==> config.mk <==
export PLATFORM = sky130hd
export DESIGN_NAME = fifo_wr_arbiter
export DESIGN_NICKNAME = d
export VERILOG_FILES = /design/src/rtl/fifo_wr_arbiter.sv
export SDC_FILE = /design/constraint.sdc
export NUM_CORES = 1
export LEC_CHECK = 0
export BUFFER_PORTS_ARGS = -buffer_cell sky130_fd_sc_hd__buf_4
export CAP_MARGIN = 30
export CORE_MARGIN = 4
export CORE_UTILIZATION = 46
export CTS_CLUSTER_DIAMETER = 200
export DETAILED_ROUTE_END_ITERATION = 10
export HOLD_SLACK_MARGIN = 0.1
export PLACE_DENSITY = 0.79
export RECOVER_POWER = 25
export SYNTH_ARGS = -nofsm -noshare
export SYNTH_HDL_FRONTEND = slang
export SYNTH_SLANG_ARGS = --single-unit
==> constraint.sdc <==
create_clock -name w_clk -period 2.42 [get_ports w_clk]
set_clock_uncertainty 0.1 [all_clocks]
set_input_delay 0.484 -clock w_clk [delete_from_list [all_inputs] [get_ports w_clk]]
set_output_delay 0.484 -clock w_clk [all_outputs]
set_load 0.005 [all_outputs]
==> src/rtl/fifo_wr_arbiter.sv <==
`default_nettype none
// ============================================================================
// Module      : fifo_wr_arbiter
// Description : Round-robin arbiter sharing one async-FIFO write port among
//               NUM_REQ write-domain clients. Grants bursts of up to
//               MAX_BURST beats and throttles on FIFO full / almost-full.
//               Optional macro FIFO_WR_ARB_PRIO_EN gives client 0 fixed
//               priority over the round-robin clients.
// Revision    : 1.0 - initial release
// ============================================================================
module fifo_wr_arbiter #(
  parameter int NUM_REQ    = 4,
  parameter int DATA_WIDTH = 8,
  parameter int MAX_BURST  = 4
) (
  input  logic                          w_clk,
  input  logic                          wrst_n,
  input  logic [NUM_REQ-1:0]            req,
  input  logic [NUM_REQ*DATA_WIDTH-1:0] data_in,
  input  logic                          w_full,
  input  logic                          w_afull,
  output logic [NUM_REQ-1:0]            gnt,
  output logic [NUM_REQ-1:0]            ack,
  output logic                          w_en,
  output logic [DATA_WIDTH-1:0]         d_out,
  output logic                          busy
);

  localparam int IDX_W = (NUM_REQ > 1) ? $clog2(NUM_REQ) : 1;
  localparam int CNT_W = $clog2(MAX_BURST + 1);
  localparam logic [IDX_W-1:0] LAST_IDX  = IDX_W'(NUM_REQ - 1);
  localparam logic [CNT_W-1:0] LAST_BEAT = CNT_W'(MAX_BURST - 1);
  localparam logic [IDX_W:0]   NUM_REQ_W = (IDX_W + 1)'(NUM_REQ);

  typedef enum logic [0:0] {
    ST_IDLE  = 1'b0,
    ST_GRANT = 1'b1
  } state_e;

  state_e                  state_q,  state_d;
  logic [IDX_W-1:0]        owner_q,  owner_d;
  logic [NUM_REQ-1:0]      gnt_q,    gnt_d;
  logic [CNT_W-1:0]        cnt_q,    cnt_d;
  logic [IDX_W-1:0]        rr_ptr_q, rr_ptr_d;
  logic                    w_en_q,   w_en_d;
  logic [DATA_WIDTH-1:0]   d_out_q,  d_out_d;

  logic                    win_valid;
  logic [IDX_W-1:0]        win_idx;
  logic [IDX_W:0]          scan_sum;
  logic [IDX_W-1:0]        scan_idx;
  logic                    beat;
  logic [DATA_WIDTH-1:0]   owner_data;
  logic [IDX_W-1:0]        ptr_after_owner;

  // Data slice of the current owner and the pointer just past it (with wrap).
  assign owner_data      = data_in[owner_q*DATA_WIDTH +: DATA_WIDTH];
  assign ptr_after_owner = (owner_q == LAST_IDX) ? '0 : owner_q + IDX_W'(1);

  // Winner search: first requester at or after rr_ptr, wrapping modulo NUM_REQ.
  always_comb begin
    win_valid = 1'b0;
    win_idx   = '0;
    scan_sum  = '0;
    scan_idx  = '0;
    for (int k = 0; k < NUM_REQ; k++) begin
      scan_sum = {1'b0, rr_ptr_q} + (IDX_W + 1)'(k);
      if (scan_sum >= NUM_REQ_W) begin
        scan_sum = scan_sum - NUM_REQ_W;
      end
      scan_idx = scan_sum[IDX_W-1:0];
`ifdef FIFO_WR_ARB_PRIO_EN
      // Client 0 is handled separately below; the rotation covers the others.
      if (!win_valid && req[scan_idx] && (scan_idx != '0)) begin
        win_valid = 1'b1;
        win_idx   = scan_idx;
      end
`else
      if (!win_valid && req[scan_idx]) begin
        win_valid = 1'b1;
        win_idx   = scan_idx;
      end
`endif
    end
`ifdef FIFO_WR_ARB_PRIO_EN
    // Client 0 overrides whatever the rotation picked.
    if (req[0]) begin
      win_valid = 1'b1;
      win_idx   = '0;
    end
`endif
  end

  // Beat acceptance: owner requesting and the FIFO can take one more word.
  // With almost-full, a write already landing this cycle consumes the last slot.
  always_comb begin
    ack  = '0;
    beat = (state_q == ST_GRANT) && req[owner_q] && !w_full && !(w_afull && w_en_q);
    if (beat) begin
      ack[owner_q] = 1'b1;
    end
  end

  // Next-state logic for arbitration, burst counting and write-port outputs.
  always_comb begin
    state_d  = state_q;
    owner_d  = owner_q;
    gnt_d    = gnt_q;
    cnt_d    = cnt_q;
    rr_ptr_d = rr_ptr_q;
    w_en_d   = 1'b0;
    d_out_d  = d_out_q;
    case (state_q)
      ST_IDLE: begin
        if (win_valid) begin
          state_d = ST_GRANT;
          owner_d = win_idx;
          gnt_d   = NUM_REQ'(1) << win_idx;
          cnt_d   = '0;
        end
      end
      ST_GRANT: begin
        if (beat) begin
          w_en_d  = 1'b1;
          d_out_d = owner_data;
          cnt_d   = cnt_q + CNT_W'(1);
        end
        if (!req[owner_q] || (beat && (cnt_q == LAST_BEAT))) begin
          state_d = ST_IDLE;
          gnt_d   = '0;
          cnt_d   = '0;
`ifdef FIFO_WR_ARB_PRIO_EN
          // The priority client does not disturb the rotation of the others.
          if (owner_q != '0) begin
            rr_ptr_d = ptr_after_owner;
          end
`else
          rr_ptr_d = ptr_after_owner;
`endif
        end
      end
      default: begin
        state_d = ST_IDLE;
        gnt_d   = '0;
        cnt_d   = '0;
      end
    endcase
  end

  // State and output registers; asynchronous reset drops any in-flight beat.
  always_ff @(posedge w_clk or negedge wrst_n) begin
    if (!wrst_n) begin
      state_q  <= ST_IDLE;
      owner_q  <= '0;
      gnt_q    <= '0;
      cnt_q    <= '0;
      rr_ptr_q <= '0;
      w_en_q   <= 1'b0;
      d_out_q  <= '0;
    end else begin
      state_q  <= state_d;
      owner_q  <= owner_d;
      gnt_q    <= gnt_d;
      cnt_q    <= cnt_d;
      rr_ptr_q <= rr_ptr_d;
      w_en_q   <= w_en_d;
      d_out_q  <= d_out_d;
    end
  end

  assign gnt   = gnt_q;
  assign busy  = (state_q == ST_GRANT);
  assign w_en  = w_en_q;
  assign d_out = d_out_q;

endmodule
`default_nettype wire
==> results.toml, run 1 <==
[run_status]
status = "finished, final reports clean"

[power_and_ir_drop]
finalPower_mw = 1.78
power_density_nw_per_um2 = 1010
vdd_ir_drop_max_uv = 691
leakage_nw = 0.835

[critical_path]
crit_required_ps = 1840
path_buf_inv = 1
max_stage_delay_ps = 530
path_cells = "mux4_2 > and3_4 > and2_1 > buf_4"
crit_type = "reg -> out"
crit_arrival_ps = 1760
cp_max_fo = 11
path_delay_family = "multiplexers"
crit_path_top_delay_cell = "mux4_2"
startpoint_type = "register"
endpoint_kind = "output pin"

[timing]
slew_viol_final = 0
max_slew_margin_pct = 22.3
period_share_pct = 96.8
rsz0062_at_grt = "no"
fmax_mhz = 427
finalSetupViolations = 0
hold_viol_final = 0
worst_slew_pin_slew_ps = 1170
whs_ps = 401
period_needed_ps = 2340
fin_setup_tns_ps = 0

[die]
rows = 18
coreArea_um2 = 2540
die_h_um = 60.4
die-area_um2 = 3640
start_util_pct = 49.6
io_pins = 58
die_x_um = 60.4

[final_layout]
drive_gt1_share_pct = 51.5
n_fill_cell = 197
mostFrequentLayoutCell = "buf_4"
area_growth_pct = 39.5
n_antenna_cell = 0
finalNetCount = 210
layout_common_cells = "buf_4 (60), dfrtp_1 (21), mux4_2 (9)"

[clocking]
cts_buffers = 3
htreeDepth = 1
cts_sinks = 21
clock_latency_ps = 310
cts_root_buf = "clkbuf_4"
clock_path_buffers = 2
cts_tree = "yes"
clkSlewWorstSetupHoldPaths_ps = 120

[synth]
syn_area_per_cell_um2 = 12.4
synth-simple-area-share_pct = 10.0
synth_top_family_by_area = "multiplexers"
syn-cell-area_um2 = 1260
ys_seq_elements = 21
synth.top_cell.area_share_pct = 41.7
syn_inst = 102
ys.warnings.count = 0
synth_fa_ha_area_share_pct = 5.95
synth_top_cells_by_area = "dfrtp_1 (42%), mux4_2 (16%), mux2_2 (7.1%)"
synth_nets = 148
synth_top_cell_by_area = "dfrtp_1"
ys_seq_area_share_pct = 41.7
synth-compound-area-share_pct = 11.7
synthMuxAreaShare_pct = 26.4
synth_xor_area_share_pct = 0
ys_types = 29

[global_route]
antenna_found_initial = 0
grt_use_total_pct = 17.8
grt_overflow_total = 0
grt_pass1_wl_mm = 4.79
grt_pass1_vias = 1068
grt_max_degree = 22

[place]
io_buffer_count = 57
gp_congestion = 0.765
dp_hpwl_mm = 2.55

[detailed_routing]
ant_nets = 0
wl_per_cell_um = 16.6
vias = 1062
drt-initial-drc-count = 28
drt_first_pass_iters = 4
drc_errors = 0
routed_wl_mm = 3.20
viasPerCell = 5.50

[run]
cap_violations = 0

[hold_path]
hold_path_class = "reg -> reg"
cells by family after synthesis:
group           count (synthesis)
simple gates                   25
flops                          21
compound gates                 20
mux                            20
buf+inv                        10
fa+ha+maj                       6
cell type report:
class	count	area, um2	area share (%)
multi-input cells	71	687	39.0
well taps	30	37.5	2.13
repair buffers	62	464	26.4
inverters	5	18.8	1.07
flip-flops and latches	21	526	29.9
clock buffers	4	26.3	1.49
metal layers:
layer | global-route usage (%) | routed length [um] | up-vias
li1 | - | - | 505
met1 | 21.0 | 1240 | 521
met2 | 31.5 | 1700 | 32
met3 | 4.89 | 215 | 4
met4 | 5.38 | 47 | 0
met5 | 0 | 0 | -
through the flow:
step	util, %	worst slack, ps	instance area, um2	cells
after floorplan	-	293	1260	102
after global placement	67.4	90.8	1710	187
after detailed placement	67.4	48.2	1710	187
after CTS	69.0	48.6	1760	192
after global routing	69.1	6.74	1760	193
final	69.1	76.5	1760	193
where the power goes:
part / switching (mW) / total [mW] / internal, mW
clock: 0.106 / 0.170 / 0.0643
sequential: 0.115 / 0.621 / 0.506
combinational: 0.401 / 0.987 / 0.585
cells in the mapped netlist:
| cell type | count |
|---|---|
| a21o_1 | 1 |
| a21oi_1 | 3 |
| a221o_1 | 1 |
| a221oi_1 | 1 |
| a22o_1 | 1 |
| a32o_1 | 3 |
| and2_1 | 5 |
| and3_1 | 1 |
| buf_2 | 1 |
| buf_6 | 2 |
| clkbuf_1 | 2 |
| dfrtp_1 | 21 |
| ha_1 | 6 |
| inv_1 | 5 |
| mux2_2 | 8 |
| mux2_4 | 2 |
| mux2i_1 | 1 |
| mux4_2 | 9 |
| nand2_1 | 7 |
| nand2b_1 | 3 |
| nand3b_1 | 1 |
| nor2_1 | 5 |
| nor3_1 | 1 |
| nor4_1 | 1 |
| o21a_1 | 1 |
| o21ai_0 | 5 |
| o2bb2ai_1 | 2 |
| o32ai_1 | 2 |
| or2_2 | 1 |
path summary, 6_finish.rpt:
kind,startpoint,end,slack [ps],depth (start not counted)
min in group asynchronous,wrst_n,d_out[2]$_DFFE_PN0P_,810,2
worst min-delay path,cnt_q[2]$_DFFE_PN0P_,cnt_q[2]$_DFFE_PN0P_,400,1
worst max-delay path,owner_q[0]$_DFFE_PN0P_,ack[0],80,4
max in group asynchronous,wrst_n,d_out[3]$_DFFE_PN0P_,700,2
worst min register to register,cnt_q[2]$_DFFE_PN0P_,cnt_q[2]$_DFFE_PN0P_,400,1
worst max register to register,owner_q[0]$_DFFE_PN0P_,d_out[1]$_DFFE_PN0P_,610,4
repair_timing:
item                                    CTS  global route
endpoints found under the setup margin    4             1
hold buffers                              1             0
buffers inserted                          0             1
gates resized for setup                   2             0
endpoints found under the hold margin    21             0
registers in the layout (all words and copies together) (netlist names):
name / count
w_en: 1
d_out: 8
cnt_q: 3
owner_q: 2
busy: 1
gnt: 4
rr_ptr_q: 2
Power figures use the tool's default switching activity.
==> run 2, diff against run 1 <==
--- a/config.mk
+++ b/config.mk
@@ -5,11 +5,12 @@
 export SDC_FILE = /design/constraint.sdc
 export NUM_CORES = 1
 export LEC_CHECK = 0
-export BUFFER_PORTS_ARGS = -buffer_cell sky130_fd_sc_hd__buf_4
+export BUFFER_PORTS_ARGS = -buffer_cell sky130_fd_sc_hd__clkbuf_2
 export CAP_MARGIN = 30
-export CORE_MARGIN = 4
+export CORE_MARGIN = 2
 export CORE_UTILIZATION = 46
 export CTS_CLUSTER_DIAMETER = 200
+export CTS_CLUSTER_SIZE = 28
 export DETAILED_ROUTE_END_ITERATION = 10
 export HOLD_SLACK_MARGIN = 0.1
 export PLACE_DENSITY = 0.79
==> run 2 against run 1 <==
Worst hold slack improved by 12 ps. Non-clock buffer count decreased by 1. Die area decreased by 13%. Sequential power about the same. Clock-buffer cell count decreased by 1. Global-route usage increased by 3.0 points. Fmax increased by 0.39%. Clock power increased by 4%. Final area decreased by 8.3%. Cell count decreased by 0.52%. Worst setup slack improved by 9.2 ps.
==> results.toml, run 2 (synthesis gave the netlist of run 1 again) <==
[run_status]
status = "finished, final reports clean"

[global_route]
antenna_found_initial = 0
grt_use_total_pct = 20.8
grt_pass1_wl_mm = 5.06
grt_pass1_vias = 1066
grt_max_degree = 22
grt_overflow_total = 0

[die]
rows = 18
die_x_um = 56.4
coreArea_um2 = 2540
die-area_um2 = 3180
die_h_um = 56.4
start_util_pct = 49.6
io_pins = 58

[critical_path]
crit_path_top_delay_cell = "mux4_2"
crit_arrival_ps = 1750
worstReg2RegStart = "owner_q[0]$_DFFE_PN0P_"
max_stage_delay_ps = 530
crit_required_ps = 1840
path_delay_family = "multiplexers"
endpoint_kind = "output pin"
path_buf_inv = 1
startpoint_type = "register"
cp_max_fo = 8
path_cells = "mux4_2 > and3_4 > and2_1 > clkbuf_2"
crit_type = "reg -> out"
crit_start = "owner_q[0]$_DFFE_PN0P_"

[clocking]
post_cts_buffers = 0
cts_tree = "yes"
htreeDepth = 1
clock_path_buffers = 2
cts_sinks = 21
cts_root_buf = "clkbuf_4"
clkSlewWorstSetupHoldPaths_ps = 120
cts_buffers = 3
clock_latency_ps = 320

[timing]
rsz0062_at_grt = "no"
fin_setup_tns_ps = 0
period_share_pct = 96.5
hold_viol_final = 0
fmax_mhz = 428
finalSetupViolations = 0
period_needed_ps = 2330
worst_slew_pin_slew_ps = 1170
max_slew_margin_pct = 22.3
slew_viol_final = 0

[place]
dp_hpwl_mm = 2.42
gp_congestion = 0.757
io_buffer_count = 57
placed_area_um2 = 1570

[detailed_routing]
dr_wl_met2_mm = 1.63
wl_met3_um = 133
drt-initial-drc-count = 34
ant_nets = 0
met1_length_mm = 1.27
route.top_layer_used = "met4"
routed_wl_mm = 3.08
drt_first_pass_iters = 4
drc_errors = 0
wl_per_cell_um = 16.1
vias = 1068
viasPerCell = 5.56

[final_layout]
largest_register_ff_count = 8
drive_gt1_share_pct = 51.9
n_antenna_cell = 0
mostFrequentLayoutCell = "clkbuf_2"
n_fill_cell = 208
multi_input_area_um2 = 687
design_area_um2 = 1610
area_growth_pct = 27.9
finalNetCount = 209
layout_common_cells = "clkbuf_2 (56), dfrtp_1 (21), mux4_2 (9)"
seqCellArea_um2 = 526

[power_and_ir_drop]
leakage_nw = 0.795
power_density_nw_per_um2 = 1060
vdd_ir_drop_max_uv = 685

[hold_path]
hold_path_class = "reg -> reg"
min_from = "cnt_q[1]$_DFFE_PN0P_"

[run]
cap_violations = 0
run 2: repair_timing:
action / 4_1_cts / 5_1_grt
hold buffers: 1 / 0
resized for setup: 1 / 1
endpoints found under the hold margin: 21 / 0
endpoints found under the setup margin: 2 / 4
run 2: power by group:
| part | internal [mW] | leakage [nW] | switching, mW | total (mW) |
|---|---|---|---|---|
| sequential | 0.506 | 0.262 | 0.118 | 0.624 |
| clock | 0.0619 | 0.0177 | 0.115 | 0.177 |
| combinational | 0.496 | 0.515 | 0.411 | 0.907 |
run 2: metal layers:
layer	up-vias	track usage (%)
li1	505	-
met1	524	25.2
met2	33	37.6
met3	6	3.00
met4	0	7.14
met5	-	0
run 2: layout make-up:
| class | instances | area share [%] |
|---|---|---|
| sequential | 21 | 32.6 |
| timing repair buffer | 61 | 19.6 |
| multi-input combinational | 71 | 42.6 |
| clock inverter | 1 | 0.310 |
| tap | 30 | 2.33 |
| inverter | 5 | 1.16 |
| clock buffer | 3 | 1.40 |
run 2: worst paths after layout:
path / endpoint / slack [ps] / cells past startpoint
setup / recovery: ack[1] / 90 / 4
hold / removal: cnt_q[1]$_DFFE_PN0P_ / 410 / 1
setup reg to reg: d_out[3]$_DFFE_PN0P_ / 600 / 4
hold reg to reg: cnt_q[1]$_DFFE_PN0P_ / 410 / 1
max in group asynchronous: d_out[1]$_DFFE_PN0P_ / 720 / 2
min in group asynchronous: w_en$_DFF_PN0_ / 810 / 2
run 2: metrics by stage:
step	setup WS, ps	std cells	utilization, %	hold WS (ps)	power, mW
4_1_cts	19.5	192	63.3	417	1.71
3_3_place_gp	152	187	61.8	375	1.49
3_5_place_dp	121	187	61.8	385	1.53
6_report	85.7	192	63.4	413	1.71
5_1_grt	32.8	192	63.4	438	1.84
2_1_floorplan	293	102	-	88.4	1.23
